## src/rtl/lcd_hd44780_ctrl.sv

```systemverilog
// HD44780 16x2 driver (8-bit, write-only): init, OFF/UPDATE/SHOW refreshes, done_show pulse.
// Define LCD_SIGNED_EN to render data_addr as signed two's complement (sign '+'/'-').
module lcd_hd44780_ctrl #(
  parameter int PWR_CYC = 750000,
  parameter int EN_CYC  = 25,
  parameter int CMD_CYC = 2000,
  parameter int CLR_CYC = 82000
) (
  input  logic        clk,
  input  logic        rst,
  input  logic [1:0]  operation,
  input  logic [2:0]  opcode,
  input  logic [3:0]  addr,
  input  logic [15:0] data_addr,
  output logic        EN,
  output logic        RW,
  output logic        RS,
  output logic [7:0]  data,
  output logic        done_show
);
  localparam int CW = $clog2(PWR_CYC + CLR_CYC + CMD_CYC + EN_CYC + 2);
  localparam logic [1:0] OP_OFF  = 2'd0;
  localparam logic [1:0] OP_SHOW = 2'd2;
  localparam logic [1:0] OP_NONE = 2'd3;

  typedef enum logic [2:0] {PWR_WAIT, INIT, IDLE, OFF_CMD, CONV, DISP_ON, LINE1, LINE2} state_e;
  typedef enum logic [1:0] {B_SETUP, B_STROBE, B_WAIT} bst_e;

  state_e        state_q, state_d;
  bst_e          bst_q, bst_d;
  logic [CW-1:0] cnt_q, cnt_d;
  logic [4:0]    idx_q, idx_d;
  logic [1:0]    last_op_q, last_op_d;
  logic          off_q, off_d;
  logic [2:0]    opc_q, opc_d;
  logic [3:0]    addr_q, addr_d;
  logic [15:0]   bin_q, bin_d;
  logic [19:0]   bcd_q, bcd_d;
  logic          en_q, en_d, rs_q, rs_d, done_q, done_d;
  logic [7:0]    data_q, data_d;
  logic [15:0]   mag;
  logic [7:0]    sign_ch;
  logic          byte_done, sending_d, byte_rs;
  logic [7:0]    byte_val;
  logic [CW-1:0] wait_last;

`ifdef LCD_SIGNED_EN
  logic neg_q, neg_d;
  assign mag     = data_addr[15] ? (~data_addr + 16'd1) : data_addr;
  assign sign_ch = neg_q ? 8'h2D : 8'h2B;
`else
  assign mag     = data_addr;
  assign sign_ch = 8'h20;
`endif

  // One double-dabble iteration: add-3 on every BCD digit >= 5, then shift left by one.
  function automatic logic [35:0] dd_step(input logic [19:0] bcd, input logic [15:0] bin);
    logic [19:0] adj;
    for (int i = 0; i < 5; i++)
      adj[4*i +: 4] = (bcd[4*i +: 4] >= 4'd5) ? bcd[4*i +: 4] + 4'd3 : bcd[4*i +: 4];
    return {adj[18:0], bin, 1'b0};
  endfunction

  assign wait_last = (data_q == 8'h01 && !rs_q) ? CW'(CLR_CYC - 1) : CW'(CMD_CYC - 1);

  always_comb begin
    state_d   = state_q;
    bst_d     = bst_q;
    cnt_d     = cnt_q;
    idx_d     = idx_q;
    last_op_d = last_op_q;
    off_d     = off_q;
    opc_d     = opc_q;
    addr_d    = addr_q;
    bin_d     = bin_q;
    bcd_d     = bcd_q;
    done_d    = 1'b0;
    byte_done = 1'b0;
`ifdef LCD_SIGNED_EN
    neg_d     = neg_q;
`endif
    unique case (state_q)
      PWR_WAIT: begin
        if (cnt_q == CW'(PWR_CYC - 1)) begin
          state_d = INIT;
          cnt_d   = '0;
          idx_d   = '0;
          bst_d   = B_SETUP;
        end else begin
          cnt_d = cnt_q + CW'(1);
        end
      end
      IDLE: begin
        if (operation != last_op_q && operation != OP_NONE) begin
          last_op_d = operation;
          opc_d     = opcode;
          addr_d    = addr;
          bin_d     = mag;
          bcd_d     = '0;
`ifdef LCD_SIGNED_EN
          neg_d     = data_addr[15];
`endif
          cnt_d     = '0;
          idx_d     = '0;
          bst_d     = B_SETUP;
          state_d   = (operation == OP_OFF) ? OFF_CMD : CONV;
        end
      end
      CONV: begin
        {bcd_d, bin_d} = dd_step(bcd_q, bin_q);
        if (cnt_q == CW'(15)) begin
          cnt_d   = '0;
          idx_d   = '0;
          bst_d   = B_SETUP;
          state_d = off_q ? DISP_ON : LINE1;
        end else begin
          cnt_d = cnt_q + CW'(1);
        end
      end
      default: begin
        unique case (bst_q)
          B_SETUP: begin
            bst_d = B_STROBE;
            cnt_d = '0;
          end
          B_STROBE: begin
            if (cnt_q == CW'(EN_CYC - 1)) begin
              bst_d = B_WAIT;
              cnt_d = '0;
            end else begin
              cnt_d = cnt_q + CW'(1);
            end
          end
          default: begin
            if (cnt_q == wait_last) byte_done = 1'b1;
            else cnt_d = cnt_q + CW'(1);
          end
        endcase
        // Next byte's SETUP follows the last WAIT cycle directly, keeping bytes back-to-back.
        if (byte_done) begin
          cnt_d = '0;
          bst_d = B_SETUP;
          idx_d = idx_q + 5'd1;
          unique case (state_q)
            INIT: if (idx_q == 5'd6) begin
              state_d = IDLE;
              idx_d   = '0;
            end
            OFF_CMD: begin
              state_d = IDLE;
              off_d   = 1'b1;
              idx_d   = '0;
            end
            DISP_ON: begin
              state_d = LINE1;
              off_d   = 1'b0;
              idx_d   = '0;
            end
            LINE1: if (idx_q == 5'd16) begin
              idx_d   = '0;
              state_d = (last_op_q == OP_SHOW) ? LINE2 : IDLE;
            end
            LINE2: if (idx_q == 5'd16) begin
              idx_d   = '0;
              state_d = IDLE;
              done_d  = 1'b1;
            end
            default: ;
          endcase
        end
      end
    endcase
  end

  // Byte to present for (state_d, idx_d); idx 0 of a line is its DDRAM address command.
  logic [55:0] mnem, mnem_sh;
  logic [19:0] dsh;
  logic [3:0]  li;
  logic [1:0]  k;
  logic [2:0]  j;

  always_comb begin
    byte_rs  = 1'b0;
    byte_val = 8'h00;
    li       = 4'(idx_d - 5'd1);
    k        = li[1:0] - 2'd1;
    j        = 3'(li - 4'd5);
    unique case (opc_q)
      3'd0: mnem = "LOAD   ";
      3'd1: mnem = "ADD    ";
      3'd2: mnem = "ADDI   ";
      3'd3: mnem = "SUB    ";
      3'd4: mnem = "SUBI   ";
      3'd5: mnem = "MUL    ";
      3'd6: mnem = "CLEAR  ";
      default: mnem = "DISPLAY";
    endcase
    mnem_sh = mnem << {li, 3'b000};
    dsh     = bcd_q << {j, 2'b00};
    unique case (state_d)
      INIT: begin
        unique case (idx_d)
          5'd0, 5'd1, 5'd2: byte_val = 8'h38;
          5'd3:             byte_val = 8'h08;
          5'd4:             byte_val = 8'h01;
          5'd5:             byte_val = 8'h06;
          default:          byte_val = 8'h0C;
        endcase
      end
      OFF_CMD: byte_val = 8'h08;
      DISP_ON: byte_val = 8'h0C;
      LINE1: begin
        if (idx_d == 5'd0) begin
          byte_val = 8'h80;
        end else begin
          byte_rs = 1'b1;
          if (li < 4'd7)                    byte_val = mnem_sh[55:48];
          else if (li == 4'd8)              byte_val = 8'h5B;
          else if (li >= 4'd9 && li <= 4'd12) byte_val = addr_q[2'd3 - k] ? 8'h31 : 8'h30;
          else if (li == 4'd13)             byte_val = 8'h5D;
          else                              byte_val = 8'h20;
        end
      end
      LINE2: begin
        if (idx_d == 5'd0) begin
          byte_val = 8'hC0;
        end else begin
          byte_rs = 1'b1;
          unique case (li)
            4'd0: byte_val = 8'h56;
            4'd1: byte_val = 8'h41;
            4'd2: byte_val = 8'h4C;
            4'd3: byte_val = 8'h3A;
            4'd4: byte_val = sign_ch;
            4'd5, 4'd6, 4'd7, 4'd8, 4'd9: byte_val = {4'h3, dsh[19:16]};
            default: byte_val = 8'h20;
          endcase
        end
      end
      default: ;
    endcase
  end

  assign sending_d = state_d inside {INIT, OFF_CMD, DISP_ON, LINE1, LINE2};

  always_comb begin
    en_d   = 1'b0;
    rs_d   = rs_q;
    data_d = data_q;
    if (sending_d) begin
      en_d = (bst_d == B_STROBE);
      if (bst_d == B_SETUP) begin
        rs_d   = byte_rs;
        data_d = byte_val;
      end
    end
  end

  always_ff @(posedge clk or posedge rst) begin
    if (rst) begin
      state_q   <= PWR_WAIT;
      bst_q     <= B_SETUP;
      cnt_q     <= '0;
      idx_q     <= '0;
      last_op_q <= OP_OFF;
      off_q     <= 1'b0;
      opc_q     <= '0;
      addr_q    <= '0;
      bin_q     <= '0;
      bcd_q     <= '0;
      en_q      <= 1'b0;
      rs_q      <= 1'b0;
      data_q    <= 8'h00;
      done_q    <= 1'b0;
`ifdef LCD_SIGNED_EN
      neg_q     <= 1'b0;
`endif
    end else begin
      state_q   <= state_d;
      bst_q     <= bst_d;
      cnt_q     <= cnt_d;
      idx_q     <= idx_d;
      last_op_q <= last_op_d;
      off_q     <= off_d;
      opc_q     <= opc_d;
      addr_q    <= addr_d;
      bin_q     <= bin_d;
      bcd_q     <= bcd_d;
      en_q      <= en_d;
      rs_q      <= rs_d;
      data_q    <= data_d;
      done_q    <= done_d;
`ifdef LCD_SIGNED_EN
      neg_q     <= neg_d;
`endif
    end
  end

  assign EN        = en_q;
  assign RW        = 1'b0;
  assign RS        = rs_q;
  assign data      = data_q;
  assign done_show = done_q;
endmodule

```

## config.mk

```make
export PLATFORM = sky130hd
export DESIGN_NAME = lcd_hd44780_ctrl
export DESIGN_NICKNAME = d
export VERILOG_FILES = /design/src/rtl/lcd_hd44780_ctrl.sv
export SDC_FILE = /design/constraint.sdc
export NUM_CORES = 1
export LEC_CHECK = 0
export ABC_CLOCK_PERIOD_IN_PS = 9100
export CELL_PAD_IN_SITES_DETAIL_PLACEMENT = 0
export CELL_PAD_IN_SITES_GLOBAL_PLACEMENT = 1
export CORE_MARGIN = 10
export CORE_UTILIZATION = 50
export DETAILED_ROUTE_END_ITERATION = 6
export GPL_TIMING_DRIVEN = 0
export PLACE_DENSITY = 0.95
export RECOVER_POWER = 100
export SLEW_MARGIN = 0
export SYNTH_ARGS = -nofsm -noshare
export SYNTH_HDL_FRONTEND = slang
export SYNTH_SLANG_ARGS = --single-unit
```

## constraint.sdc

```tcl
create_clock -name clk -period 9.1 [get_ports clk]
set_clock_uncertainty 0.2 [all_clocks]
set_input_delay 1.82 -clock clk [delete_from_list [all_inputs] [get_ports clk]]
set_output_delay 1.82 -clock clk [all_outputs]
set_load 0.01 [all_outputs]
```

==> insert_results.sql, run 1 <==
INSERT INTO impl_metrics (metric_group, metric, value, unit) VALUES
('timing', 'timing.final.crit_share', '83.70', '%'),
('clock_tree', 'clkSlewWorstSetupHoldPaths', '0.07', 'ns'),
('floorplan', 'dieArea', '17860', 'um2'),
('global_route', 'antenna_found_initial', '0', ''),
('floorplan', 'die_height', '133.7', 'um'),
('yosys', 'synthFlopType', 'sky130_fd_sc_hd__dfrtp_1', ''),
('timing', 'timing.hold.ws', '0.2767', 'ns'),
('routing', 'detail_route.drc_violations', '0', ''),
('floorplan', 'floorplan.die.width', '133.7', 'um'),
('status', 'violations', 'capacitance limit, slew limit', ''),
('floorplan', 'row_count', '41', ''),
('final_layout', 'layout.cells.most_common_list', '87 x sky130_fd_sc_hd__dfrtp_1, 72 x sky130_fd_sc_hd__nand2_1, 63 x sky130_fd_sc_hd__o21ai_0', ''),
('yosys', 'synth.yosys.seq_area_share', '33.71', '%'),
('power', 'power.share.sequential', '47.8', '%'),
('global_route', 'first_global_vias', '5861', ''),
('power', 'power.combinational.fraction', '11.2', '%'),
('setup_path', 'worst_setup_path_start_kind', 'input port', ''),
('final_layout', 'nFillCells', '1147', ''),
('floorplan', 'io_pins', '39', ''),
('setup_path', 'timing.rr.start', 'cnt_q[13]', ''),
('timing', 'final-hold-violation-count', '0', ''),
('routing', 'drt_iter0_markers', '459', ''),
('final_layout', 'insertedDiodeCount', '0', ''),
('place', 'port_buffers', '37', ''),
('setup_path', 'regToRegSetupSlack', '2.60', 'ns'),
('power', 'net-switching-power', '243.8', 'uW'),
('clock_tree', 'tritoncts', 'yes', ''),
('routing', 'routed-via-count', '6029', ''),
('timing', 'fmax', '0.1313', 'GHz'),
('yosys', 'ys_types', '103', ''),
('setup_path', 'reg2reg_to', 'data[0]', ''),
('yosys', 'synthTopCellsByArea', 'sky130_fd_sc_hd__dfrtp_1 34%, sky130_fd_sc_hd__o21ai_0 4.8%, sky130_fd_sc_hd__nand2_1 4.2%, sky130_fd_sc_hd__ha_1 4.1%, sky130_fd_sc_hd__mux2i_1 3.6%', ''),
('clock_tree', 'worstSkewPairLatency', '0.35', 'ns'),
('place', 'place.gp.congestion', '0.9417', ''),
('global_route', 'grt_pass1_wl', '29.64', 'mm'),
('yosys', 'synth.net_count', '796', ''),
('yosys', 'synthesis.instances', '748', ''),
('global_route', 'groute.usage.overall', '19.76', '%'),
('yosys', 'area_leader_netlist', 'sky130_fd_sc_hd__dfrtp_1', ''),
('floorplan', 'initial_core_util', '51.18', '%'),
('power', 'share_clk_of_total_power', '41.0', '%'),
('yosys', 'ys_seq_elements', '87', ''),
('timing', 'max-slew-margin-rel', '-73.36', '%'),
('setup_path', 'critPathLaunch', 'operation[0]', ''),
('routing', 'detail_route.wirelength', '17.39', 'mm'),
('yosys', 'synth_enable_flop_cells', '0', ''),
('floorplan', 'core_area', '12620', 'um2'),
('power', 'vdd_drop_max', '0.09251', 'mV'),
('setup_path', 'crit_path_end', 'data[0]', ''),
('timing', 'rsz0062_at_grt', 'false', ''),
('clock_tree', 'cts.repair.resized', '0', ''),
('worst_hold_path', 'timing.hold.worst.class', 'flop to flop', ''),
('clock_tree', 'clock-root-buffer', 'sky130_fd_sc_hd__clkbuf_16', ''),
('power', 'power-per-cell-area', '127.5', 'nW/um2'),
('routing', 'wl_per_cell', '17.89', 'um'),
('timing', 'final_period_minus_worst_setup_slack', '7.617', 'ns'),
('timing', 'finalSetupViolations', '0', ''),
('clock_tree', 'cts-root-to-sink-buffers', '2', ''),
('final_layout', 'most_common_cell_after_layout_fill_and_taps_aside', 'sky130_fd_sc_hd__dfrtp_1', ''),
('timing', 'drv_slew', '90', ''),
('timing', 'max_slew.worst_pin.slew', '2.600', 'ns'),
('global_route', 'overflow', '0', ''),
('power', 'swShare', '26.23', '%'),
('yosys', 'async_reset_ff_share', '100.0', '%'),
('yosys', 'per_instance_average_area_after_synthesis', '8.635', 'um2'),
('routing', 'first_pass_iters', '5', ''),
('clock_tree', 'tritoncts_sinks', '87', ''),
('power', 'internal-power', '685.6', 'uW'),
('status', 'run_status', 'complete, but fails checks', ''),
('job', 'drv_cap', '2', ''),
('yosys', 'yosysTopAreaCellShare', '33.71', '%');
## registers in the layout (all words and copies together), names as in the netlist, 2 cells and up
| register | count |
|---|---|
| addr_q | 4 |
| bcd_q | 20 |
| bin_q | 16 |
| bst_q | 2 |
| cnt_q | 20 |
| data | 8 |
| idx_q | 5 |
| last_op_q | 2 |
| opc_q | 3 |
| state_q | 3 |
## worst min path at each step
| stage | slack, ns | to | cells past startpoint | startpoint |
|---|---|---|---|---|
| 2_1_floorplan | 0.24 | bcd_q[0] | 2 | bin_q[15] |
| 3_3_place_gp | 0.26 | bin_q[9] | 2 | bin_q[8] |
| 3_5_place_dp | 0.27 | bin_q[11] | 2 | bin_q[10] |
| 4_1_cts | 0.28 | bin_q[11] | 2 | bin_q[10] |
| 5_1_grt | 0.30 | bin_q[11] | 2 | bin_q[10] |
| 6_report | 0.28 | bin_q[13] | 2 | bin_q[12] |
## stage by stage
| step | instances | utilization, % | power, uW | worst slack (ns) | instance area, um2 |
|---|---|---|---|---|---|
| 3_5_place_dp | 958 | 56.06 | 559.7 | 2.105 | 7074 |
| 5_1_grt | 972 | 57.77 | 976.4 | 1.065 | 7291 |
| 6_report | 972 | 57.77 | 929.4 | 1.483 | 7291 |
| 2_1_floorplan | 748 | - | 522.1 | 3.585 | 6459 |
| 4_1_cts | 972 | 58.41 | 939.1 | 2.497 | 7371 |
| 3_3_place_gp | 957 | 55.82 | 551.7 | 2.073 | 7044 |
## Yosys cell counts, types with 13 or more instances
| cell type | n |
|---|---|
| sky130_fd_sc_hd__or3_1 | 17 |
| sky130_fd_sc_hd__dfrtp_1 | 87 |
| sky130_fd_sc_hd__inv_1 | 33 |
| sky130_fd_sc_hd__mux2i_1 | 23 |
| sky130_fd_sc_hd__nand3_1 | 40 |
| sky130_fd_sc_hd__nor3_1 | 23 |
| sky130_fd_sc_hd__nand2_1 | 72 |
| sky130_fd_sc_hd__o31ai_1 | 15 |
| sky130_fd_sc_hd__a21oi_1 | 30 |
| sky130_fd_sc_hd__xnor2_1 | 14 |
| sky130_fd_sc_hd__mux2_2 | 13 |
| sky130_fd_sc_hd__nor2_1 | 52 |
| sky130_fd_sc_hd__clkbuf_1 | 23 |
| sky130_fd_sc_hd__o21ai_0 | 62 |
| sky130_fd_sc_hd__ha_1 | 21 |
## worst max-delay path, stage by stage
cell and delay (ns):
sky130_fd_sc_hd__dlygate4sd3_1 0.62, sky130_fd_sc_hd__nand2b_1 0.08, sky130_fd_sc_hd__a21oi_1 0.29, sky130_fd_sc_hd__o21bai_1 0.12, sky130_fd_sc_hd__a21oi_1 0.65, sky130_fd_sc_hd__a211oi_1 0.30
sky130_fd_sc_hd__or2_0 0.30, sky130_fd_sc_hd__buf_6 0.17, sky130_fd_sc_hd__clkinvlp_2 0.12, sky130_fd_sc_hd__clkbuf_1 0.59, sky130_fd_sc_hd__ha_1 0.28, sky130_fd_sc_hd__clkbuf_1 0.31
sky130_fd_sc_hd__nor2_2 0.11, sky130_fd_sc_hd__a211oi_1 0.48, sky130_fd_sc_hd__clkbuf_1 0.50, sky130_fd_sc_hd__xnor2_1 0.13, sky130_fd_sc_hd__a2111o_1 0.48, sky130_fd_sc_hd__a21o_1 0.18
sky130_fd_sc_hd__a31oi_1 0.16
## power by group through the flow
stage                     logic, uW  clock network (uW)  registers (uW)
final                           105                 381             444
after global routing            120                 404             452
after CTS                       109                 386             444
after detailed placement        109                   0             451
after global placement          103                   0             449
after floorplan                79.4                   0             443
## kinds of logic after synthesis
family                   count (synthesis)  synth area share (%)
AO/OA/AOI/OAI                          215                 23.34
XOR/XNOR                                22                 2.983
adder cells (fa/ha/maj)                 22                 4.223
buffers and inverters                   75                 5.792
flip-flops                              87                 33.71
multiplexers                            38                 6.238
other                                    1               0.05806
AND/OR/NAND/NOR                        288                 23.65
## cell type report
type	instances	area, um2	share of cell area [%]
clock buffer	11	252.7	3.467
sequential	87	2177	29.86
multi-input combinational	586	3879	53.20
clock inverter	3	43.79	0.6007
tap	172	215.2	2.952
buffer	40	215.2	2.952
inverter	35	133.9	1.836
timing repair buffer	38	374.1	5.131
## routing by layer
metal	vias to the layer above	track usage, %	share of wire, %
met4	0	6.469	1.9
met2	207	31.64	47
met3	30	3.647	6.2
li1	2869	-	-
met5	-	0	0
met1	2923	26.24	45
(Power assumes the default switching activity.)
==> inputs of run 2 (changes only) <==
ABC_CLOCK_PERIOD_IN_PS = 7500   (was 9100)
CORE_UTILIZATION = 47   (was 50)
PLACE_DENSITY = 0.91   (was 0.95)
clock period = 7.5 ns   (was 9.1 ns; I/O delays follow)
==> run 2 against run 1 <==
Against the previous run: the flow still finishes with violations (capacitance limit, slew limit); register-to-register slack got worse by 1.2 ns; combinational power increased by 21%; core utilization is 3.1 points lower; die area is 5.4% higher; via count about the same; final cell count increased by 0.62%; sequential share of layout area about the same; sequential cell count stayed put.
==> insert_results.sql, run 2 (synthesized netlist as in run 1, its figures left out) <==
INSERT INTO impl_metrics (metric_group, metric, value, unit) VALUES
('status', 'run_status', 'complete, but fails checks', ''),
('status', 'violations', 'capacitance limit, slew limit', ''),
('setup_path', 'cpPeakStageDelay', '0.70', 'ns'),
('timing', 'finalSetupViolations', '0', ''),
('global_route', 'overflow', '0', ''),
('timing', 'final_period_minus_worst_setup_slack', '6.744', 'ns'),
('clock_tree', 'cts_hold_buffers', '0', ''),
('setup_path', 'worst_setup_path_start_kind', 'input port', ''),
('power', 'share_clk_of_total_power', '40.6', '%'),
('timing', 'fmax', '0.1483', 'GHz'),
('final_layout', 'ff_latch_area', '2177', 'um2'),
('floorplan', 'io_pins', '39', ''),
('routing', 'detail_route.wirelength', '17.35', 'mm'),
('timing', 'rsz0062_at_grt', 'false', ''),
('power', 'internal-power', '818.1', 'uW'),
('final_layout', 'reg_top3', 'bcd_q x20, cnt_q x20, bin_q x16', ''),
('power', 'net-switching-power', '302.8', 'uW'),
('timing', 'timing.setup.tns', '0', 'ns'),
('timing', 'max_slew.worst_pin.slew', '2.664', 'ns'),
('routing', 'routed-via-count', '6034', ''),
('setup_path', 'crit_fanout', '9', ''),
('setup_path', 'cp_top_family', 'compound AO/OA/AOI/OAI gates', ''),
('final_layout', 'layout-drive-gt1-share', '9.476', '%'),
('routing', 'drt_iter0_markers', '423', ''),
('clock_tree', 'cts.repair.resized', '0', ''),
('routing', 'mean_number_of_vias_per_cell', '6.170', ''),
('clock_tree', 'tritoncts', 'yes', ''),
('timing', 'timing.final.crit_share', '89.92', '%'),
('power', 'power.share.sequential', '48.1', '%'),
('setup_path', 'arrival', '6.78', 'ns'),
('place', 'dp_hpwl', '12.97', 'mm'),
('setup_path', 'timing.setup.critical_path_class', 'input port to flop', ''),
('final_layout', 'num-nets-final', '845', ''),
('setup_path', 'crit_required', '7.54', 'ns'),
('setup_path', 'critPathCaptureType', 'flop', ''),
('power', 'vdd_drop_max', '0.09100', 'mV'),
('clock_tree', 'clkSlewWorstSetupHoldPaths', '0.06', 'ns'),
('routing', 'wl_per_cell', '17.74', 'um'),
('global_route', 'grt_start_max_net_pins', '51', ''),
('global_route', 'use_met3', '2.950', '%'),
('power', 'power-per-cell-area', '153.5', 'nW/um2'),
('floorplan', 'dieArea', '18830', 'um2'),
('place', 'place.gp.congestion', '0.9536', ''),
('clock_tree', 'cts_inserted_buffers', '9', ''),
('floorplan', 'initial_core_util', '48.39', '%'),
('global_route', 'globalRoute.busiestLayer', 'met2', ''),
('timing', 'max-slew-margin-rel', '-77.59', '%'),
('setup_path', 'critical_path.n_buffers_inverters', '2', ''),
('final_layout', 'area_delta_synth_final', '13.04', '%'),
('final_layout', 'most_common_cell_after_layout_fill_and_taps_aside', 'sky130_fd_sc_hd__dfrtp_1', ''),
('clock_tree', 'number_of_buffers_inserted_by_post_cts_setup_repair', '0', ''),
('power', 'swShare', '27.01', '%'),
('routing', 'first_pass_iters', '5', ''),
('place', 'port_buffers', '37', ''),
('floorplan', 'floorplan.die.width', '137.2', 'um'),
('global_route', 'use_met1', '25.85', '%'),
('clock_tree', 'tritoncts_sinks', '87', ''),
('final_layout', 'layout.cells.most_common_list', '87 x sky130_fd_sc_hd__dfrtp_1, 72 x sky130_fd_sc_hd__nand2_1, 62 x sky130_fd_sc_hd__o21ai_0', ''),
('floorplan', 'die_height', '137.2', 'um'),
('setup_path', 'crit_path_most_repeated_cell', 'sky130_fd_sc_hd__a21oi_1', ''),
('worst_hold_path', 'timing.hold.worst.class', 'flop to flop', ''),
('clock_tree', 'clock-root-buffer', 'sky130_fd_sc_hd__clkbuf_16', ''),
('clock_tree', 'cts-root-to-sink-buffers', '2', ''),
('global_route', 'antenna_found_initial', '0', ''),
('final_layout', 'nFillCells', '1259', ''),
('final_layout', 'multi_input_comb_area', '3875', 'um2'),
('power', 'power.combinational.fraction', '11.4', '%'),
('clock_tree', 'ctsHtreeMaxLevel', '3', ''),
('setup_path', 'worstPathCellList', 'dlygate4sd3_1, nand2b_1, a21oi_1, o21bai_1, a21oi_1, a21oi_2, a22oi_1, inv_1, ha_1, nor2_1, or4_1, o21ai_0, a211oi_1, o221a_4, or3_1, a311oi_1, o32a_1', ''),
('job', 'drv_cap', '2', ''),
('power', 'cellLeakagePower', '0.003085', 'uW'),
('power', 'report.power.total', '1121', 'uW'),
('routing', 'ant_nets', '0', ''),
('global_route', 'global_route.usage.met2', '28.98', '%'),
('clock_tree', 'worstSkewPairLatency', '0.35', 'ns'),
('final_layout', 'insertedDiodeCount', '0', ''),
('global_route', 'first_global_vias', '5730', ''),
('global_route', 'grt_pass1_wl', '28.88', 'mm'),
('floorplan', 'row_count', '42', ''),
('floorplan', 'core_area', '13350', 'um2'),
('timing', 'drv_slew', '90', ''),
('routing', 'detail_route.drc_violations', '0', ''),
('timing', 'final-hold-violation-count', '0', ''),
('global_route', 'groute.usage.overall', '18.73', '%'),
('setup_path', 'worst_path_cell_with_the_longest_stage_delay', 'sky130_fd_sc_hd__a21oi_1', '');
[run 2: metrics by stage]
stage	hold slack, ns	cell area [um2]	setup slack (ns)	instances	util [%]
2_1_floorplan	0.2385	6459	2.305	748	-
5_1_grt	0.3020	7301	0.4875	978	54.70
4_1_cts	0.2869	7363	1.245	978	55.17
3_5_place_dp	0.2719	7079	0.8966	962	53.04
3_3_place_gp	0.2611	7049	0.8638	961	52.81
6_report	0.2814	7301	0.7563	978	54.70
[run 2: area by class of cell]
| type | count | share of cell area [%] |
|---|---|---|
| Buffer | 40 | 3.239 |
| Clock buffer | 13 | 3.290 |
| Clock inverter | 3 | 0.5998 |
| Inverter | 35 | 1.834 |
| Multi-Input combinational cell | 586 | 53.08 |
| Sequential cell | 87 | 29.82 |
| Tap cell | 176 | 3.016 |
| Timing Repair Buffer | 38 | 5.124 |
[run 2: worst paths after layout]
| kind | slack, ns | startpoint | end | cells after the start |
|---|---|---|---|---|
| min in group asynchronous | 1.81 | rst | done_show | 2 |
| setup reg to reg | 1.45 | cnt_q[13] | data[0] | 18 |
| max in group asynchronous | 2.17 | rst | bcd_q[5] | 3 |
| hold / removal | 0.28 | bin_q[10] | bin_q[11] | 2 |
| setup / recovery | 0.76 | operation[0] | data[3] | 17 |
| hold reg to reg | 0.28 | bin_q[10] | bin_q[11] | 2 |
[run 2: power groups by stage]
stage / Combinational, uW / Sequential (uW) / Clock [uW]
4_1_cts: 133 / 539 / 458
3_3_place_gp: 125 / 545 / 0
2_1_floorplan: 96.3 / 537 / 0
5_1_grt: 144 / 547 / 479
6_report: 127 / 539 / 455
3_5_place_dp: 132 / 548 / 0
[run 2: worst reg2reg max path: stages, from the launching register on]
cell                       delay, ns
sky130_fd_sc_hd__dfrtp_1        0.43
sky130_fd_sc_hd__or4_1          0.63
sky130_fd_sc_hd__or4_1          0.56
sky130_fd_sc_hd__nor3_1         0.66
sky130_fd_sc_hd__and3_1         0.37
sky130_fd_sc_hd__or2_0          0.17
sky130_fd_sc_hd__buf_6          0.18
sky130_fd_sc_hd__clkinv_2       0.10
sky130_fd_sc_hd__buf_4          0.20
sky130_fd_sc_hd__ha_1           0.20
sky130_fd_sc_hd__clkbuf_8       0.16
sky130_fd_sc_hd__nand2_1        0.08
sky130_fd_sc_hd__a211oi_1       0.06
sky130_fd_sc_hd__a211oi_1       0.49
sky130_fd_sc_hd__clkbuf_1       0.49
sky130_fd_sc_hd__xnor2_1        0.14
sky130_fd_sc_hd__a2111o_1       0.48
sky130_fd_sc_hd__a21o_1         0.19
sky130_fd_sc_hd__a31oi_1        0.18
[run 2: per-layer routing]
layer	vias up	share of wire, %
li1	2872	-
met1	2900	45
met2	230	46
met3	32	6.6
met4	0	2.3
met5	-	0
==> patch 1, RTL diff (settings of run 2) <==
Change the parameter `EN_CYC` from 25 to 50.
--- a/src/rtl/lcd_hd44780_ctrl.sv
+++ b/src/rtl/lcd_hd44780_ctrl.sv
@@ -3,5 +3,5 @@
 module lcd_hd44780_ctrl #(
   parameter int PWR_CYC = 750000,
-  parameter int EN_CYC  = 25,
+  parameter int EN_CYC  = 50,
   parameter int CMD_CYC = 2000,
   parameter int CLR_CYC = 82000
Formal check against the unedited RTL: same outputs for any inputs over 10 cycles, from zero or initial values and one cycle with rst high; that may be too few to reach the edited logic, so the function may still have changed.
==> patch 1 against run 2 <==
- the flow still finishes with violations (max-capacitance violations, max-slew violations)
- final cell count fell by 0.41%
- final area fell by 1.8%
- routed wire length rose by 3.4%
- sequential cell count did not move
- synthesized area fell by 2.4%
- setup slack improved by 0.012 ns
Power is not compared: it rests on default switching activity, and its combinational part moved more than twofold at a synthesized area within 25%.
==> patch 1: results (changes against run 2) <==
For the number of distinct library cell variants in the gate-level netlist after synthesis, the log shows 88 (-15%). Post-synthesis adder-cell area fraction: 0.04167 (-0.0005568). The number of buffers added by the clock tree synthesis step is 9 (unchanged), and the max-cap violation count is 2 (unchanged). The via count of the routed design is 6032 (-0.033%), and the final weighted congestion in routability-driven placement is 0.9600 (+0.67%). Via count of the first global-routing pass: 5946 (+3.8%). For the count of antenna diodes in the layout, the log shows 0 (unchanged). The number of DRC violations after detailed-routing iteration 0 came out at 520 (+23%).

Library cell contributing the largest single delay on the critical path: sky130_fd_sc_hd__dlygate4sd3_1. The signal arrival time at the worst endpoint was 6.82 ns (+0.04 ns); the clock input transition at the sequential cells of the worst setup and hold paths was 0.06 ns (about the same). The worst reg-to-reg path cell count was 18 (unchanged). The number of nets in the finished design is 841 (-0.47%). The maximum number of pins on one net before global-route repair was 50 (-2.0%). On the critical path the largest part of the delay comes from buffers and inverters.

The average wire per cell in the routed design came out at 18.43 um (+3.8%). The flow ran to the end, but the final reports show violations. The checks that failed: max-capacitance violations, max-slew violations. For the layout filler cell count, the log shows 1224 (-2.8%). The startpoint identified for the worst register-to-register timing path is cnt_q[12]$_DFFE_PP0P_. The critical path endpoint was data[3]$_DFFE_PP0P_. The maximum fanout along the worst path works out to 13 (+4). The worst slew slack as a fraction of its limit is -0.7211 (+0.05480).

In this run the most critical hold path is launched from bin_q[15]$_DFFE_PP0P_. The tools report the post-route worst hold slack as 0.2696 ns (-0.01173 ns). Sorting the synthesized cells by area gives the leading types as sky130_fd_sc_hd__dfrtp_1, sky130_fd_sc_hd__o21ai_0, sky130_fd_sc_hd__nand2_1, sky130_fd_sc_hd__ha_1, sky130_fd_sc_hd__nand3_1.

The async set-or-reset flop fraction in the synthesized netlist is 1.000 (unchanged). The final count of pins violating max slew was 90 (unchanged); the share of cells above drive strength 1 was 0.07519 (-0.01958). The total global routing track utilization is 0.1983 (+0.01101), and the part of the Yosys area used for sequential elements is 0.3453 (+0.008228). Latest clock arrival within the worst-skew pair: 0.35 ns (about the same). The worst hold path terminates at bcd_q[0]$_DFFE_PP0P_. The biggest cell delay along the critical path works out to 0.61 ns (-0.09 ns). The first-pass GRT wire length was 30020 um (+4.0%). The register-to-register setup slack is 1.53 ns (+0.08 ns). The largest registers in the layout are bcd_q: 20 flops, cnt_q: 20 flops, bin_q: 16 flops.

The synthesized net count was 792 (-0.50%); the placed wire-length estimate was 13540 um (+4.4%). The xor/xnor share of the synthesized area was 0.03612 (+0.006285). The post-CTS setup repair buffer count was 0 (unchanged); the warning count from the yosys run was 0 (unchanged). Compound-cell area share of the yosys netlist: 0.2260 (-0.007400). Ranked by instance count, the synthesized netlist is headed by sky130_fd_sc_hd__dfrtp_1, sky130_fd_sc_hd__nand2_1, sky130_fd_sc_hd__o21ai_0. Initial antenna violation count: 0 (unchanged). The mux cell area share after synthesis is 0.05279 (-0.009591).
## patch 1: changes by cell type after synthesis, sizes merged, moves of 4 or more
cell / change
a211oi: -9
nor2b: -6
xor2: +7
o21ai: -4
o21a: +4
nand4: +7
a21oi: +10
mux2: -5
or2: -5
a21o: -4
nor3b: +4
or3: -10
nand3: +7
clkbuf: +7
## patch 1: routing by layer
metal  track usage  part of all wire
met1        0.2591              0.45
met2        0.3175              0.47
met3       0.03801             0.061
met4       0.07536             0.025
met5             0                 0
## patch 1: layout make-up
cell class | instances | area, um^2 | share of cell area
Multi-Input combinational cell | 582 | 3786 | 0.5281
Inverter | 31 | 117.6 | 0.01640
Sequential cell | 87 | 2177 | 0.3037
Clock inverter | 4 | 52.55 | 0.007330
Clock buffer | 12 | 256.5 | 0.03578
Buffer | 44 | 185.2 | 0.02583
Tap cell | 176 | 220.2 | 0.03072
Timing Repair Buffer | 38 | 374.1 | 0.05218
## patch 1: power by group
group	total (uW)	internal, uW	switching (uW)
combinational	26.7	13.6	13.1
clock	469	278	191
sequential	469	469	0
## patch 1: cell families after synthesis
kind of cell,count (synthesis)
AO/OA/AOI/OAI,213
XOR/XNOR,26
adder cells (fa/ha/maj),21
buffers and inverters,75
flip-flops,87
multiplexers,32
other,1
AND/OR/NAND/NOR,289
## patch 1: per-stage QoR
step	utilization	instances	power [uW]	setup WS, ns	cell area, um^2
2_1_floorplan	-	744	488.0	2.387	6305
3_3_place_gp	0.5228	957	505.0	0.9011	6895
5_1_grt	0.5435	974	997.2	0.4612	7169
6_report	0.5435	974	964.5	0.7684	7169
3_5_place_dp	0.5250	958	507.5	0.9522	6925
4_1_cts	0.5485	974	974.6	1.273	7234
==> patch 2, RTL diff (settings of run 2) <==
Without the edit above. The output `EN` loses its register stage (`en_q` becomes a continuous assignment).
--- a/src/rtl/lcd_hd44780_ctrl.sv
+++ b/src/rtl/lcd_hd44780_ctrl.sv
@@ -269,5 +269,4 @@
       bin_q     <= '0;
       bcd_q     <= '0;
-      en_q      <= 1'b0;
       rs_q      <= 1'b0;
       data_q    <= 8'h00;
@@ -287,5 +286,4 @@
       bin_q     <= bin_d;
       bcd_q     <= bcd_d;
-      en_q      <= en_d;
       rs_q      <= rs_d;
       data_q    <= data_d;
@@ -296,4 +294,6 @@
     end
   end
+
+  assign en_q = en_d;
 
   assign EN        = en_q;
Check against the original RTL: no difference found for any inputs over 10 cycles, from zero or initial values and one cycle with rst high; that may be too few to reach the edited logic, so the function may still have changed.
==> patch 2 against run 2 <==
- the flow still finishes with violations (max-capacitance violations, max-slew violations)
- fmax decreased by 2.2%
- routed wire length rose by 0.63%
- final area is 3.2% lower
- setup slack worse by 0.15 ns
- via count down 3.4%
- sequential cell count is 1 lower
- global-route usage grew 0.76 points
- critical path depth up 4
- synthesized area shrank 3.9%
- first-iteration DRC count is 25% higher
- largest cell class unchanged
- highest routed layer unchanged
Power is not compared: it rests on default switching activity, and its combinational part moved more than twofold at a synthesized area within 25%.
==> patch 2: results (changes against run 2) <==
The run finished, with violations left. The final reports fail on max-capacitance violations, max-slew violations. The global routing usage on met2 is 0.3146 (+0.02477).

The via count of the first global-routing pass is 5624 (-1.8%). The maximum fanout along the worst path was 13 (+4); the number of distinct library cell variants in the gate-level netlist after synthesis was 87 (-16%). The max-cap violation count is 2 (unchanged).

In the synthesized netlist, the cells that appear most often are sky130_fd_sc_hd__dfrtp_1, sky130_fd_sc_hd__nand2_1, sky130_fd_sc_hd__nor2_1. The compound-cell area share of the yosys netlist came out at 0.2331 (-0.0003721). The tools report the final wirelength as 17460 um (+0.63%). Library cell contributing the largest single delay on the critical path: sky130_fd_sc_hd__a311oi_1.

The placement-stage worst setup slack is 0.4211 ns (-0.4755 ns). The biggest cell delay along the critical path came out at 0.58 ns (-0.12 ns). The worst slew slack as a fraction of its limit was -0.5241 (+0.2518). The critical hold path startpoint was bin_q[15]$_DFFE_PP0P_. The non-filler instance count after layout came out at 962 (-1.6%). The post-synthesis adder-cell area fraction came out at 0.04395 (+0.001720). The instance area after placement was 6814 um^2 (-3.7%).

The share of cells above drive strength 1 works out to 0.06582 (-0.02894). The worst reg-to-reg path cell count works out to 20 (+2). The tools report the synthesized net count as 784 (-1.5%).

The synthesized area divided by synthesized cell count came out at 8.432 um^2 (-2.3%). For the via count of the routed design, the log shows 5827 (-3.4%). The mux cell area share after synthesis is 0.05988 (-0.002500), and the number of DRC violations after detailed-routing iteration 0 is 527 (+25%). Worst min-delay path endpoint: bcd_q[0]$_DFFE_PP0P_. In this run the critical register-to-register path is launched from idx_q[0]$_DFF_PP0_.

The number of nets in the finished design was 833 (-1.4%); the xor/xnor share of the synthesized area was 0.03085 (+0.001013). The number of optimization iterations in the first detailed-route pass came out at 6 (+1). The met1 layer usage reported by global route was 0.2584 (about the same). The run gives 13190 um (+1.7%) as the placed wire-length estimate. Sorting the synthesized cells by area gives the leading types as sky130_fd_sc_hd__dfrtp_1, sky130_fd_sc_hd__nand2_1, sky130_fd_sc_hd__ha_1, sky130_fd_sc_hd__nor2_1, sky130_fd_sc_hd__o21ai_0. The run gives 0.1950 (+0.007636) as the total global routing track utilization. The tools report the wire length on met3 as 1114 um (-2.4%). The part of the Yosys area used for sequential elements is 0.3468 (+0.009696). The instance count after placement with tap cells included was 946 (-1.7%). For the length of routed met2 wiring, the log shows 8189 um (+2.9%). The post-route worst hold slack was 0.2871 ns (+0.005756 ns); the register-to-register setup slack was 0.89 ns (-0.56 ns). For the final count of pins violating max slew, the log shows 89 (-1.1%). Met3 track utilization from global routing: 0.03672 (+0.007224).

The final period utilization was 0.9196 (+0.02039). The logs give 6.93 ns (+0.15 ns) for the signal arrival time at the worst endpoint and 45 (-12%) for the maximum number of pins on one net before global-route repair.
==> patch 2: changes by cell type in the layout (fill, tap and decap cells not counted), moves of 5 or more <==
cell / run 2 / this run
sky130_fd_sc_hd__o22ai_1: 7 / 18
sky130_fd_sc_hd__nor2_1: 53 / 71
sky130_fd_sc_hd__o21ai_0: 62 / 50
sky130_fd_sc_hd__o31ai_1: 15 / 10
sky130_fd_sc_hd__or3_1: 17 / 8
sky130_fd_sc_hd__nor4_1: 7 / 12
sky130_fd_sc_hd__clkbuf_1: 30 / 35
sky130_fd_sc_hd__o211ai_1: 3 / 8
sky130_fd_sc_hd__nand3_1: 40 / 28
sky130_fd_sc_hd__nand2_1: 72 / 83
==> patch 2: cell type report <==
cell class | count | area (um^2)
Timing Repair Buffer | 38 | 374.1
Clock inverter | 6 | 92.59
Tap cell | 172 | 215.2
Clock buffer | 10 | 229.0
Buffer | 41 | 178.9
Multi-Input combinational cell | 576 | 3704
Fill cell | 1224 | 5703
Inverter | 33 | 125.1
Sequential cell | 86 | 2152
